## src/rtl/acc_bcd_display.sv

```systemverilog
// Accumulator read-out: serial double-dabble binary-to-BCD conversion feeding a
// time-multiplexed, common-anode 4-digit 7-segment display with blanking and overflow dashes.
module acc_bcd_display #(
  parameter int unsigned SCAN_DIV = 50000,
  parameter bit          BLANK_LZ = 1'b1
) (
  input  logic        clk,
  input  logic        reset,
  input  logic        load_in,
  input  logic [15:0] acc_in,
  output logic        busy_out,
  output logic [19:0] bcd_out,
  output logic        ovf_out,
  output logic [6:0]  seg_out,
  output logic [3:0]  an_out
);

  localparam logic [1:0] StIdle  = 2'd0;
  localparam logic [1:0] StShift = 2'd1;
  localparam logic [1:0] StDone  = 2'd2;

  localparam int unsigned      CntW   = $clog2(SCAN_DIV);
  localparam logic [CntW-1:0]  CntMax = CntW'(SCAN_DIV - 1);

  localparam logic [6:0] SegZero  = 7'b1000000;
  localparam logic [6:0] SegDash  = 7'b0111111;
  localparam logic [6:0] SegBlank = 7'b1111111;

  logic [1:0]      state_q, state_d;
  logic [15:0]     shift_q, shift_d;
  logic [19:0]     work_q, work_d;
  logic [4:0]      bits_q, bits_d;
  logic            busy_q, busy_d;
  logic [19:0]     bcd_q, bcd_d;
  logic            ovf_q, ovf_d;
  logic [19:0]     work_adj;

  logic [CntW-1:0] cnt_q, cnt_d;
  logic [1:0]      dig_q, dig_d;
  logic [6:0]      seg_q, seg_d;
  logic [3:0]      an_q, an_d;
  logic [3:0]      nib;
  logic            lz;

  function automatic logic [6:0] seg7(input logic [3:0] n);
    logic [6:0] s;
    case (n)
      4'd0:    s = 7'b1000000;
      4'd1:    s = 7'b1111001;
      4'd2:    s = 7'b0100100;
      4'd3:    s = 7'b0110000;
      4'd4:    s = 7'b0011001;
      4'd5:    s = 7'b0010010;
      4'd6:    s = 7'b0000010;
      4'd7:    s = 7'b1111000;
      4'd8:    s = 7'b0000000;
      4'd9:    s = 7'b0010000;
      default: s = SegBlank;
    endcase
    return s;
  endfunction

  // Add-3 correction applied to every nibble before each shift.
  always_comb begin
    work_adj = work_q;
    for (int i = 0; i < 5; i++) begin
      if (work_q[4*i +: 4] >= 4'd5) begin
        work_adj[4*i +: 4] = work_q[4*i +: 4] + 4'd3;
      end
    end
  end

  always_comb begin
    state_d = state_q;
    shift_d = shift_q;
    work_d  = work_q;
    bits_d  = bits_q;
    busy_d  = busy_q;
    bcd_d   = bcd_q;
    ovf_d   = ovf_q;
    case (state_q)
      StIdle: begin
        if (load_in) begin
          shift_d = acc_in;
          work_d  = '0;
          bits_d  = 5'd16;
          busy_d  = 1'b1;
          state_d = StShift;
        end
      end
      StShift: begin
        work_d  = {work_adj[18:0], shift_q[15]};
        shift_d = {shift_q[14:0], 1'b0};
        bits_d  = bits_q - 5'd1;
        if (bits_q == 5'd1) begin
          state_d = StDone;
        end
      end
      StDone: begin
        bcd_d   = work_q;
        ovf_d   = (work_q[19:16] != 4'd0);
        busy_d  = 1'b0;
        state_d = StIdle;
      end
      default: begin
        busy_d  = 1'b0;
        state_d = StIdle;
      end
    endcase
  end

  // Display registers are computed from next-state index and result so they never lag.
  always_comb begin
    cnt_d = cnt_q + CntW'(1);
    dig_d = dig_q;
    if (cnt_q == CntMax) begin
      cnt_d = '0;
      dig_d = dig_q + 2'd1;
    end

    nib = bcd_d[3:0];
    lz  = 1'b0;
    case (dig_d)
      2'd0: begin
        nib = bcd_d[3:0];
        lz  = 1'b0;
      end
      2'd1: begin
        nib = bcd_d[7:4];
        lz  = (bcd_d[15:4] == 12'd0);
      end
      2'd2: begin
        nib = bcd_d[11:8];
        lz  = (bcd_d[15:8] == 8'd0);
      end
      default: begin
        nib = bcd_d[15:12];
        lz  = (bcd_d[15:12] == 4'd0);
      end
    endcase

    if (ovf_d) begin
      seg_d = SegDash;
    end else if (BLANK_LZ && lz) begin
      seg_d = SegBlank;
    end else begin
      seg_d = seg7(nib);
    end
    an_d = ~(4'b0001 << dig_d);
  end

  always_ff @(posedge clk) begin
    if (reset) begin
      state_q <= StIdle;
      shift_q <= '0;
      work_q  <= '0;
      bits_q  <= '0;
      busy_q  <= 1'b0;
      bcd_q   <= '0;
      ovf_q   <= 1'b0;
      cnt_q   <= '0;
      dig_q   <= '0;
      seg_q   <= SegZero;
      an_q    <= 4'b1110;
    end else begin
      state_q <= state_d;
      shift_q <= shift_d;
      work_q  <= work_d;
      bits_q  <= bits_d;
      busy_q  <= busy_d;
      bcd_q   <= bcd_d;
      ovf_q   <= ovf_d;
      cnt_q   <= cnt_d;
      dig_q   <= dig_d;
      seg_q   <= seg_d;
      an_q    <= an_d;
    end
  end

  assign busy_out = busy_q;
  assign bcd_out  = bcd_q;
  assign ovf_out  = ovf_q;
  assign seg_out  = seg_q;
  assign an_out   = an_q;

endmodule

```

## config.mk

```make
export PLATFORM = sky130hd
export DESIGN_NAME = acc_bcd_display
export DESIGN_NICKNAME = d
export VERILOG_FILES = /design/src/rtl/acc_bcd_display.sv
export SDC_FILE = /design/constraint.sdc
export NUM_CORES = 1
export LEC_CHECK = 0
export CAP_MARGIN = 5
export CORE_UTILIZATION = 35
export CTS_BUF_LIST = sky130_fd_sc_hd__clkbuf_8
export DETAILED_ROUTE_END_ITERATION = 12
export PLACE_DENSITY = 0.55
export REMOVE_ABC_BUFFERS = 1
export SETUP_SLACK_MARGIN = 0.05
export SYNTH_ARGS = -nofsm -noshare
export SYNTH_HDL_FRONTEND = slang
export SYNTH_SLANG_ARGS = --single-unit
```

## constraint.sdc

```tcl
create_clock -name clk -period 5.54 [get_ports clk]
set_input_delay 1.108 -clock clk [delete_from_list [all_inputs] [get_ports clk]]
set_output_delay 1.108 -clock clk [all_outputs]
set_load 0.01 [all_outputs]
```

==> flow_metrics.py <==
metrics = {
    "critical_path": {
        "end_kind": "register",
        "worst-endpoint-required_ns": 5.83,
        "startpoint": "state_q[1]",
        "crit_path_start_kind": "register",
        "criticalPathCategory": "register to register",
        "rr_endpoint": "seg_out[4]",
        "r2r-start": "state_q[1]",
        "ff2ff_setup_slack_ns": 1.81,
        "timing.critical_path.to": "seg_out[4]",
        "worst-endpoint-arrival_ns": 4.02,
        "worst-r2r-cell-count": 8,
        "crit_path_max_fanout": 29,
    },
    "sta": {
        "hold_ws_ns": 0.4477,
        "hold_viol_final": 0,
        "finalMaxSlewViolations": 0,
        "slew_headroom": 0.3078,
        "clock.fmax_mhz": 268.3,
        "final_min_period_over_clock_period": 0.6727,
        "finalSetupViolCount": 0,
        "grt_setup_unrepaired": "false",
        "fin_skew_ns": 0.01208,
        "layout_min_cycle_time_ns": 3.727,
        "slew_worst_pin_ns": 1.034,
        "fin_tns_setup_ns": 0,
    },
    "clock_network": {
        "cts-root-buf": "clkbuf_8",
        "cts_inserted_buffers": 9,
        "tritoncts": "built",
        "cts_max_path_buffers": 2,
        "postCtsHoldBufs": 0,
        "tritoncts_num_sinks": 94,
        "clk_latency_ns": 0.39,
        "clkSlewWorstSetupHoldPaths_ns": 0.09,
        "cts_resized": 0,
        "htreeDepth": 3,
        "post-cts-setup-buffers": 0,
    },
    "synthesis": {
        "synth-adder-area-share": 0.05112,
        "synth_area_um2": 4846,
        "synth.yosys.warnings": 0,
        "postSynth.topFlopCell": "dfxtp_1",
        "syn_inst": 574,
        "post_synth_and_or_nand_nor_area_fraction": 0.2461,
        "dominant_combinational_cell_family_by_area_after_synthesis": "simple AND/OR/NAND/NOR gates",
        "synth_xor_xnor_area_share": 0.04518,
        "complex_gate_fraction_of_the_synthesized_area": 0.1474,
        "yosys_register_bits": 94,
        "synth.mux.area_fraction": 0.07359,
        "syn_area_per_cell_um2": 8.442,
        "yosysSeqAreaShare": 0.3883,
        "yosys.cell_types.count": 60,
        "synth_enable_flop_cells": 0,
        "synth-async-reset-ratio": 0,
    },
    "die": {
        "initial_core_utilization": 0.3630,
        "io_pins": 52,
        "placement_rows": 42,
        "die_x_um": 119.7,
        "core-area_um2": 13350,
        "floorplan.die.height_um": 119.7,
        "die_area_um2": 14320,
    },
    "power_and_ir_drop": {
        "cellPowerDensity_nw_per_um2": 217.8,
        "p_leak_nw": 2.143,
        "vdd_drop_max_mv": 0.1240,
        "power.total_mw": 1.222,
    },
    "route": {
        "dr.first_iter.drc_count": 249,
        "postRouteWirelength_mm": 11.34,
        "antenna_left": 0,
        "drt_drc_violations_left": 0,
        "vias_per_cell": 5.196,
        "route.detailed.wl_per_inst_um": 14.45,
        "via_count": 4079,
        "detail_route.first_pass.iterations": 4,
    },
    "global_routing": {
        "grt_first_pass_wirelength_mm": 19.38,
        "grt_start_max_net_pins": 47,
        "grt_util_all_layers": 0.1688,
        "grt_pass1_vias": 3922,
        "globalRoute.totalOverflow": 0,
        "antenna_violations_before_repair": 0,
    },
    "hold_path": {
        "min_path_type": "register to register",
    },
    "outcome": {
        "status": "finished, final reports clean",
    },
    "placement": {
        "place.gp.congestion": 0.8557,
        "buffer_ports.inserted": 51,
        "detailed_place_hpwl_mm": 7.922,
        "dpl.cell_count": 771,
    },
    "cells_and_area": {
        "finalNonFillerCells": 785,
        "finalNetCount": 644,
        "diodes": 0,
        "fraction_of_layout_instances_using_a_drive_strength_above_1": 0.07061,
        "flow.area_growth_from_synthesis_pct": 15.75,
    },
    "job": {
        "cap_violations": 0,
    },
}
through the flow:
stage	worst slack (ns)	util	area [um2]
floorplan	2.305	-	4691
global placement	1.988	0.4086	5454
detailed placement	1.875	0.4086	5454
CTS	1.846	0.4202	5609
global route	1.519	0.4202	5609
finish	1.813	0.4202	5609
synth_stat cells (17+ instances only):
cell / instances / share of area
dfxtp_1: 94 / 0.39
a21oi_1: 38 / 0.039
ha_1: 19 / 0.049
nor2_1: 105 / 0.081
nand2_1: 43 / 0.033
o21ai_0: 22 / 0.023
clkbuf_1: 23 / 0.018
nand3_1: 19 / 0.020
inv_1: 18 / 0.014
nor3_1: 29 / 0.030
mux2i_1: 17 / 0.035
worst max-delay path: stages, from the launching register on:
cell and delay [ns]:
dfxtp_1 0.95, nand2b_1 0.64, buf_4 0.41, mux4_2 0.31, a22oi_2 0.25, nand3_4 0.16, ha_1 0.25, or3_1 0.39
a311oi_2 0.27
sequential cells by signal, summed over array words and instances, names as in the netlist, 2 cells and up:
name and flops:
cnt_q 16, work_q 20, shift_q 16, an_out 4, state_q 2, dig_q 2, bits_q 5, seg_out 7
bcd_out 20
routing by layer:
layer | global-route usage | vias up | wire length [um]
met1 | 0.2082 | 1933 | 5334
met3 | 0.04848 | 12 | 503
li1 | - | 2063 | -
met2 | 0.2771 | 71 | 5311
met5 | 0 | - | 0
met4 | 0.06484 | 0 | 193
logic make-up after synthesis:
| kind of cell | count (synthesis) |
|---|---|
| AOI/OAI and AO/OA | 110 |
| xor gates and xnor gates | 25 |
| adders and majority gates | 20 |
| buffers and inverters | 56 |
| DFF | 94 |
| muxes | 26 |
| and+or+nand+nor | 243 |
power breakdown:
group          switching, mW  internal [mW]
registers             0.0169          0.695
clock network          0.231          0.166
logic                 0.0624         0.0510
total                  0.311          0.911
final cells by class:
type / instances / area (um2)
well taps: 176 / 220.2
clock buffers: 10 / 137.6
clock inverters: 4 / 17.52
multi-input cells: 424 / 2730
inverters: 21 / 78.83
repair buffers: 56 / 543.0
flip-flops and latches: 94 / 1882
fillers: 1383 / 7739
how the worst min path moves through the flow:
| stage | startpoint | endpoint | slack [ns] | cells past startpoint |
|---|---|---|---|---|
| after floorplan | cnt_q[0] | cnt_q[0] | 0.42 | 1 |
| after global placement | cnt_q[0] | cnt_q[0] | 0.43 | 1 |
| after detailed placement | cnt_q[0] | cnt_q[0] | 0.44 | 1 |
| after CTS | cnt_q[0] | cnt_q[0] | 0.45 | 1 |
| after global routing | bcd_out[18] | bcd_out[18] | 0.48 | 2 |
| final | cnt_q[0] | cnt_q[0] | 0.45 | 1 |
placed cells by master, fill, tap and decap left out, types with 19 or more instances in the layout:
| master | instances |
|---|---|
| ha_1 | 19 |
| clkdlybuf4s50_1 | 50 |
| dfxtp_1 | 94 |
| nor2_1 | 105 |
| a21oi_1 | 38 |
| nand3_1 | 19 |
| inv_1 | 20 |
| nand2_1 | 43 |
| nor3_1 | 29 |
| o21ai_0 | 22 |
(Power assumes the default switching activity.)
